`config.mk`:
```
export PLATFORM = sky130hd
export DESIGN_NAME = demux_lane_deserializer
export DESIGN_NICKNAME = d
export VERILOG_FILES = /design/src/rtl/demux_lane_deserializer_pkg.sv /design/src/rtl/demux_lane_deserializer_deser_lane.sv /design/src/rtl/demux_lane_deserializer.sv
export SDC_FILE = /design/constraint.sdc
export NUM_CORES = 1
export LEC_CHECK = 0
export CAP_MARGIN = 5
export CORE_ASPECT_RATIO = 1.2
export CORE_UTILIZATION = 35
export CTS_CLUSTER_DIAMETER = 100
export DETAILED_ROUTE_END_ITERATION = 10
export PLACE_DENSITY = 0.68
export SLEW_MARGIN = 20
export SYNTH_ARGS = -nofsm -noshare
export SYNTH_HDL_FRONTEND = slang
export SYNTH_HIERARCHICAL = 1
export SYNTH_SLANG_ARGS = --single-unit
```
`constraint.sdc`:
```
create_clock -name clk -period 2.05 [get_ports clk]
set_input_delay 0.5125 -clock clk [delete_from_list [all_inputs] [get_ports clk]]
set_output_delay 0.5125 -clock clk [all_outputs]
set_load 0.005 [all_outputs]
```
`src/rtl/demux_lane_deserializer_pkg.sv`:
```
// rtl/demux_lane_deserializer_pkg.sv - shared constants for the lane deserializer
//
// Purpose: lane count, select width and debug counter width shared by the
//          top level and the per-lane deserializer, plus the lane-decode helper.
// Ports:   none (package).
package demux_lane_deserializer_pkg;

  localparam int N_CH       = 4;
  localparam int SEL_W      = 2;
  localparam int DATA_W_MAX = 16;
  // Sized for the widest legal word so the debug bus layout never changes.
  localparam int CNT_W      = $clog2(DATA_W_MAX);

  // True when a valid bit is steered onto lane k.
  function automatic logic lane_hit(input logic             valid,
                                    input logic [SEL_W-1:0] sel,
                                    input logic [SEL_W-1:0] k);
    return valid && (sel == k);
  endfunction

endpackage

```
`src/rtl/demux_lane_deserializer_deser_lane.sv`:
```
// rtl/demux_lane_deserializer_deser_lane.sv - one lane: MSB-first shifter, holding register, sticky overflow
//
// Purpose: assembles DATA_W serial bits into a word and parks it in a
//          valid/ready holding register; words that find the holder busy are
//          dropped and flagged.
// Ports:   clk, rst     - clock, synchronous active-high reset
//          bit_in       - serial data bit
//          bit_en       - bit_in belongs to this lane this cycle
//          flush        - clear the partial word (holding register untouched)
//          ovf_clr      - clear the sticky overflow flag
//          data, valid  - holding register and its full flag
//          ready        - consumer accepts the held word this cycle
//          ovf          - sticky overflow flag
//          cnt          - bits collected toward the current word
module deser_lane
  import demux_lane_deserializer_pkg::*;
#(
  parameter int DATA_W = 8
) (
  input  logic              clk,
  input  logic              rst,
  input  logic              bit_in,
  input  logic              bit_en,
  input  logic              flush,
  input  logic              ovf_clr,
  output logic [DATA_W-1:0] data,
  output logic              valid,
  input  logic              ready,
  output logic              ovf,
  output logic [CNT_W-1:0]  cnt
);

  logic [DATA_W-1:0] sr_q, sr_d;
  logic [CNT_W-1:0]  cnt_q, cnt_d;
  logic [DATA_W-1:0] hold_q, hold_d;
  logic              valid_q, valid_d;
  logic              ovf_q, ovf_d;

  logic [DATA_W-1:0] word;
  logic              word_done;

  assign word      = {sr_q[DATA_W-2:0], bit_in};
  // A flushed bit never completes a word.
  assign word_done = bit_en && !flush && (cnt_q == CNT_W'(DATA_W - 1));

  always_comb begin
    sr_d    = sr_q;
    cnt_d   = cnt_q;
    hold_d  = hold_q;
    valid_d = valid_q;
    ovf_d   = ovf_q;

    if (valid_q && ready) begin
      valid_d = 1'b0;
    end

    if (flush) begin
      sr_d  = '0;
      cnt_d = '0;
    end else if (bit_en) begin
      sr_d  = word;
      cnt_d = word_done ? '0 : cnt_q + CNT_W'(1);
    end

    if (ovf_clr) begin
      ovf_d = 1'b0;
    end

    // A word landing in the drain cycle reuses the slot; this overrides the
    // valid clear above. Overflow is evaluated last so it beats ovf_clr.
    if (word_done) begin
      if (!valid_q || ready) begin
        hold_d  = word;
        valid_d = 1'b1;
      end else begin
        ovf_d = 1'b1;
      end
    end
  end

  always_ff @(posedge clk) begin
    if (rst) begin
      sr_q    <= '0;
      cnt_q   <= '0;
      hold_q  <= '0;
      valid_q <= 1'b0;
      ovf_q   <= 1'b0;
    end else begin
      sr_q    <= sr_d;
      cnt_q   <= cnt_d;
      hold_q  <= hold_d;
      valid_q <= valid_d;
      ovf_q   <= ovf_d;
    end
  end

  assign data  = hold_q;
  assign valid = valid_q;
  assign ovf   = ovf_q;
  assign cnt   = cnt_q;

endmodule

```
`src/rtl/demux_lane_deserializer.sv`:
```
// rtl/demux_lane_deserializer.sv - four-lane serial-to-word deserializer behind a 1:4 demux
//
// Purpose: decodes the demux select into per-lane bit enables and packs the
//          four lane outputs onto flat buses. All outputs are registered.
// Ports:   clk, rst      - clock, synchronous active-high reset
//          bit_in        - serial data bit
//          bit_valid     - bit_in and sel valid this cycle
//          sel           - lane select
//          flush[k]      - clear lane k partial word
//          ovf_clr[k]    - clear lane k overflow flag
//          out_data      - lane k word at [k*DATA_W +: DATA_W]
//          out_valid[k]  - lane k holding register full
//          out_ready[k]  - lane k consumer accepts
//          ovf[k]        - lane k sticky overflow
//          bit_cnt_dbg   - lane k bit count at [k*4 +: 4]
module demux_lane_deserializer
  import demux_lane_deserializer_pkg::*;
#(
  parameter int DATA_W = 8
) (
  input  logic                   clk,
  input  logic                   rst,
  input  logic                   bit_in,
  input  logic                   bit_valid,
  input  logic [SEL_W-1:0]       sel,
  input  logic [N_CH-1:0]        flush,
  input  logic [N_CH-1:0]        ovf_clr,
  output logic [N_CH*DATA_W-1:0] out_data,
  output logic [N_CH-1:0]        out_valid,
  input  logic [N_CH-1:0]        out_ready,
  output logic [N_CH-1:0]        ovf,
  output logic [N_CH*CNT_W-1:0]  bit_cnt_dbg
);

  for (genvar k = 0; k < N_CH; k++) begin : g_lane
    logic lane_en;

    assign lane_en = lane_hit(bit_valid, sel, SEL_W'(k));

    deser_lane #(
      .DATA_W (DATA_W)
    ) u_lane (
      .clk     (clk),
      .rst     (rst),
      .bit_in  (bit_in),
      .bit_en  (lane_en),
      .flush   (flush[k]),
      .ovf_clr (ovf_clr[k]),
      .data    (out_data[k*DATA_W +: DATA_W]),
      .valid   (out_valid[k]),
      .ready   (out_ready[k]),
      .ovf     (ovf[k]),
      .cnt     (bit_cnt_dbg[k*CNT_W +: CNT_W])
    );
  end

endmodule

```
==> impl_results.md <==
- Run status: completed
- Layout area overhead: 31.17%
- Final Max Tran Viols: 0
- Leakage power figure: 1.487 nW
- Multi-input gate area in the final layout: about 1800 um2
- Worst EP arrival: ~2.1 ns
- Maximum clock skew at final layout: ~0.0050 ns
- Number of routed nets with antenna violations: 0
- Top post-synthesis cells by count: dfxtp_1, nand2b_1, mux2i_1
- Leading cell type by number of instances after synthesis: dfxtp_1
- Sequential share of the synthesized area: 0.4756
- Count of cells along the worst hold path: 2
- Maximum clock insertion buffer count: 2
- TritonCTS sink count: 84
- Setup crit start kind: input port
- Synth Instances: 344
- Floorplan core area: approximately 9700 um2
- Clock latency reported for the late side of the worst-skew pair: about 0.33 ns
- Final worst-path cycle share: 0.8964
- Number of unique standard cell types used by synthesis: 21
- Ys Warns: 6
- Most area-consuming cells after synthesis: dfxtp_1, mux2i_1, nand2b_1
- Minimum hold slack: 0.4713 ns
- Depth of the most critical reg-to-reg path: 5
- Max-cap violations: 0
- Post-synth net total: 366
- Post-layout minimum cycle time: 1.838 ns
- Number of I/O pins: 74
- Via density: about 4.6
- Fraction of layout instances using a drive strength above 1: 0.07363
- Class of the worst hold path: reg -> reg
- Post-CTS Hold Fix Bufs: 0
- Antenna cell count: 0
- GPL Wtd Cong: roughly 0.7
- Number of enable-type register cells in the synthesized netlist: 0
- DRC violation count after routing: 0
- Post CTS Setup Buffer Count: 0
- Total global routing track utilization: 0.1403
- Ys async rst share: 0
- Number of port buffers: between 70 and 80
- RSZ-0062 raised after global routing: false
- Average footprint of a synthesized cell: approximately 10 um2
- Most common flop cell mapped by yosys: dfxtp_1
- Width of the chip: roughly 94 um
- Global-route wire length before repair: 11.52 mm
- Seq. cell area: 1682 um2
- Row count: 39
- Maximum vdd ir drop: around 0.00035 V
- Initial core utilization: 0.3660
- Kind of critical path: in -> reg
- Initial drt markers: just under 70
- Half-perimeter wire length of the detailed placement result: a little under 5 mm
- Slew headroom: 0.6989
- Post-route design area: 4638 um2
- Deepest level of the CTS H-tree: 3
- Fraction of post-synthesis cell area in the top cell type by area: 0.4756
- Height of the chip: about 110 um
- Hold violation total from the final report: 0
- Wire per inst: between 10 and 15 um
- Total detailed-routing wirelength: slightly below 7 mm
- Vias in the first global route: 2,448
- Number of storage elements in the synthesis netlist: 84
- Floorplan die area: approximately 11,000 um2
- Number of nets in the final layout: around 440
- Post-layout util: 0.4801
- Resized cells post-CTS: 0
- Transition at the pin with the smallest max-transition slack: roughly 0.45 ns
- TritonCTS clock tree: yes
- Endpoint kind of the worst setup timing path: flip-flop
- Number of endpoints failing setup at the final stage: 0
- Reg clk slew, reported paths: approximately 0.050 ns
- Routed via count: between 2,000 and 3,000
- CTS buffer count: 9
- Area of placed instances: between 4000 and 5000 um2
- Power density relative to cell area: just under 700 nW/um2
- Combined area of all synthesized cells: approximately 3500 um2
- Crit-path max FO: 8
- Root Buffer Master: clkbuf_16
- Length of the first detailed-routing pass in iterations: 4
- Crit path required time: around 2.3 ns
- Number of fill cells: 945
- Largest area contributor in the netlist: dfxtp_1
- Pin count of the biggest net entering global routing: 26
- Antenna violations before repair: 0
- FMAX: 0.5442 GHz
- Remaining Overflow, GRT: 0
[layout by cell type (no fill, tap or decap), drive strengths merged]
| cell | netlist | layout |
|---|---|---|
| and3b | 2 | 2 |
| nor2 | 36 | 36 |
| buf | 12 | 12 |
| or3 | 4 | 4 |
| xor2 | 8 | 8 |
| o32ai | 4 | 4 |
| xnor2 | 4 | 4 |
| nor3b | 1 | 1 |
| mux2i | 64 | 64 |
| nor3 | 12 | 12 |
| clkbuf | 8 | 13 |
| and3 | 1 | 1 |
| nand2b | 76 | 76 |
| clkdlybuf4s50 | 0 | 72 |
| dfxtp | 84 | 84 |
| a21oi | 4 | 4 |
| nor4b | 4 | 4 |
| ha | 4 | 4 |
| nand4 | 4 | 4 |
| nand2 | 8 | 8 |
| or2 | 4 | 4 |
[cells by family after synthesis]
logic type,count (synthesis),synth area share
AND/OR/NAND/NOR,152,0.2470
AO/OA/AOI/OAI,8,0.02406
flip-flops,84,0.4756
multiplexers,64,0.1812
adder cells (fa/ha/maj),4,0.01415
XOR/XNOR,12,0.02972
buffers and inverters,20,0.02831
[critical path, cell delays in order]
cell,delay (ns)
clkdlybuf4s50_1,0.45
and3b_1,0.31
nand2_1,0.11
nor4b_2,0.26
buf_4,0.23
mux2i_1,0.20
[state kept, by name (all words and copies together), names as in the netlist]
signal and flops:
g_lane.u_lane/ovf 4, g_lane.u_lane/cnt 16, g_lane.u_lane/sr_q 28, g_lane.u_lane/data 32, g_lane.u_lane/valid 4
[worst paths after layout]
kind	startpoint	to	slack, ns
worst min-delay path	g_lane[1].u_lane/data[2]	g_lane[1].u_lane/data[2]	0.47
worst max register to register	g_lane[2].u_lane/cnt[0]	g_lane[2].u_lane/data[6]	0.62
worst min register to register	g_lane[1].u_lane/data[2]	g_lane[1].u_lane/data[2]	0.47
worst max-delay path	sel[0]	g_lane[2].u_lane/data[6]	0.21
[metrics by stage]
stage / setup TNS [ns] / total power [mW] / instances / setup slack (ns)
6_report: 0 / 3.150 / 544 / 0.2125
5_1_grt: 0 / 3.273 / 544 / 0.1088
2_1_floorplan: 0 / 1.760 / 344 / 0.5400
3_5_place_dp: -2.784 / 1.820 / 531 / -0.1306
4_1_cts: 0 / 3.202 / 544 / 0.2127
3_3_place_gp: -1.807 / 1.818 / 531 / -0.08781
[cell type report]
class / instances / area share
multi-input cells: 240 / 0.3782
flip-flops and latches: 84 / 0.3626
repair buffers: 84 / 0.1743
clock buffers: 13 / 0.05179
well taps: 123 / 0.03318
[where the power goes]
group | internal [mW] | switching [mW] | leakage (nW)
sequential | 1.64 | 0.00372 | 0.676
combinational | 0.0793 | 0.0644 | 0.694
clock | 0.801 | 0.565 | 0.116
total | 2.52 | 0.633 | 1.49
[metal layers]
layer / GRT usage / vias up / part of all wire
li1: - / 1298 / -
met1: 0.1868 / 1136 / 0.49
met2: 0.2146 / 57 / 0.44
met3: 0.02981 / 11 / 0.045
met4: 0.06769 / 0 / 0.021
met5: 0 / - / 0
No activity file was read; power rests on OpenSTA's default activity.
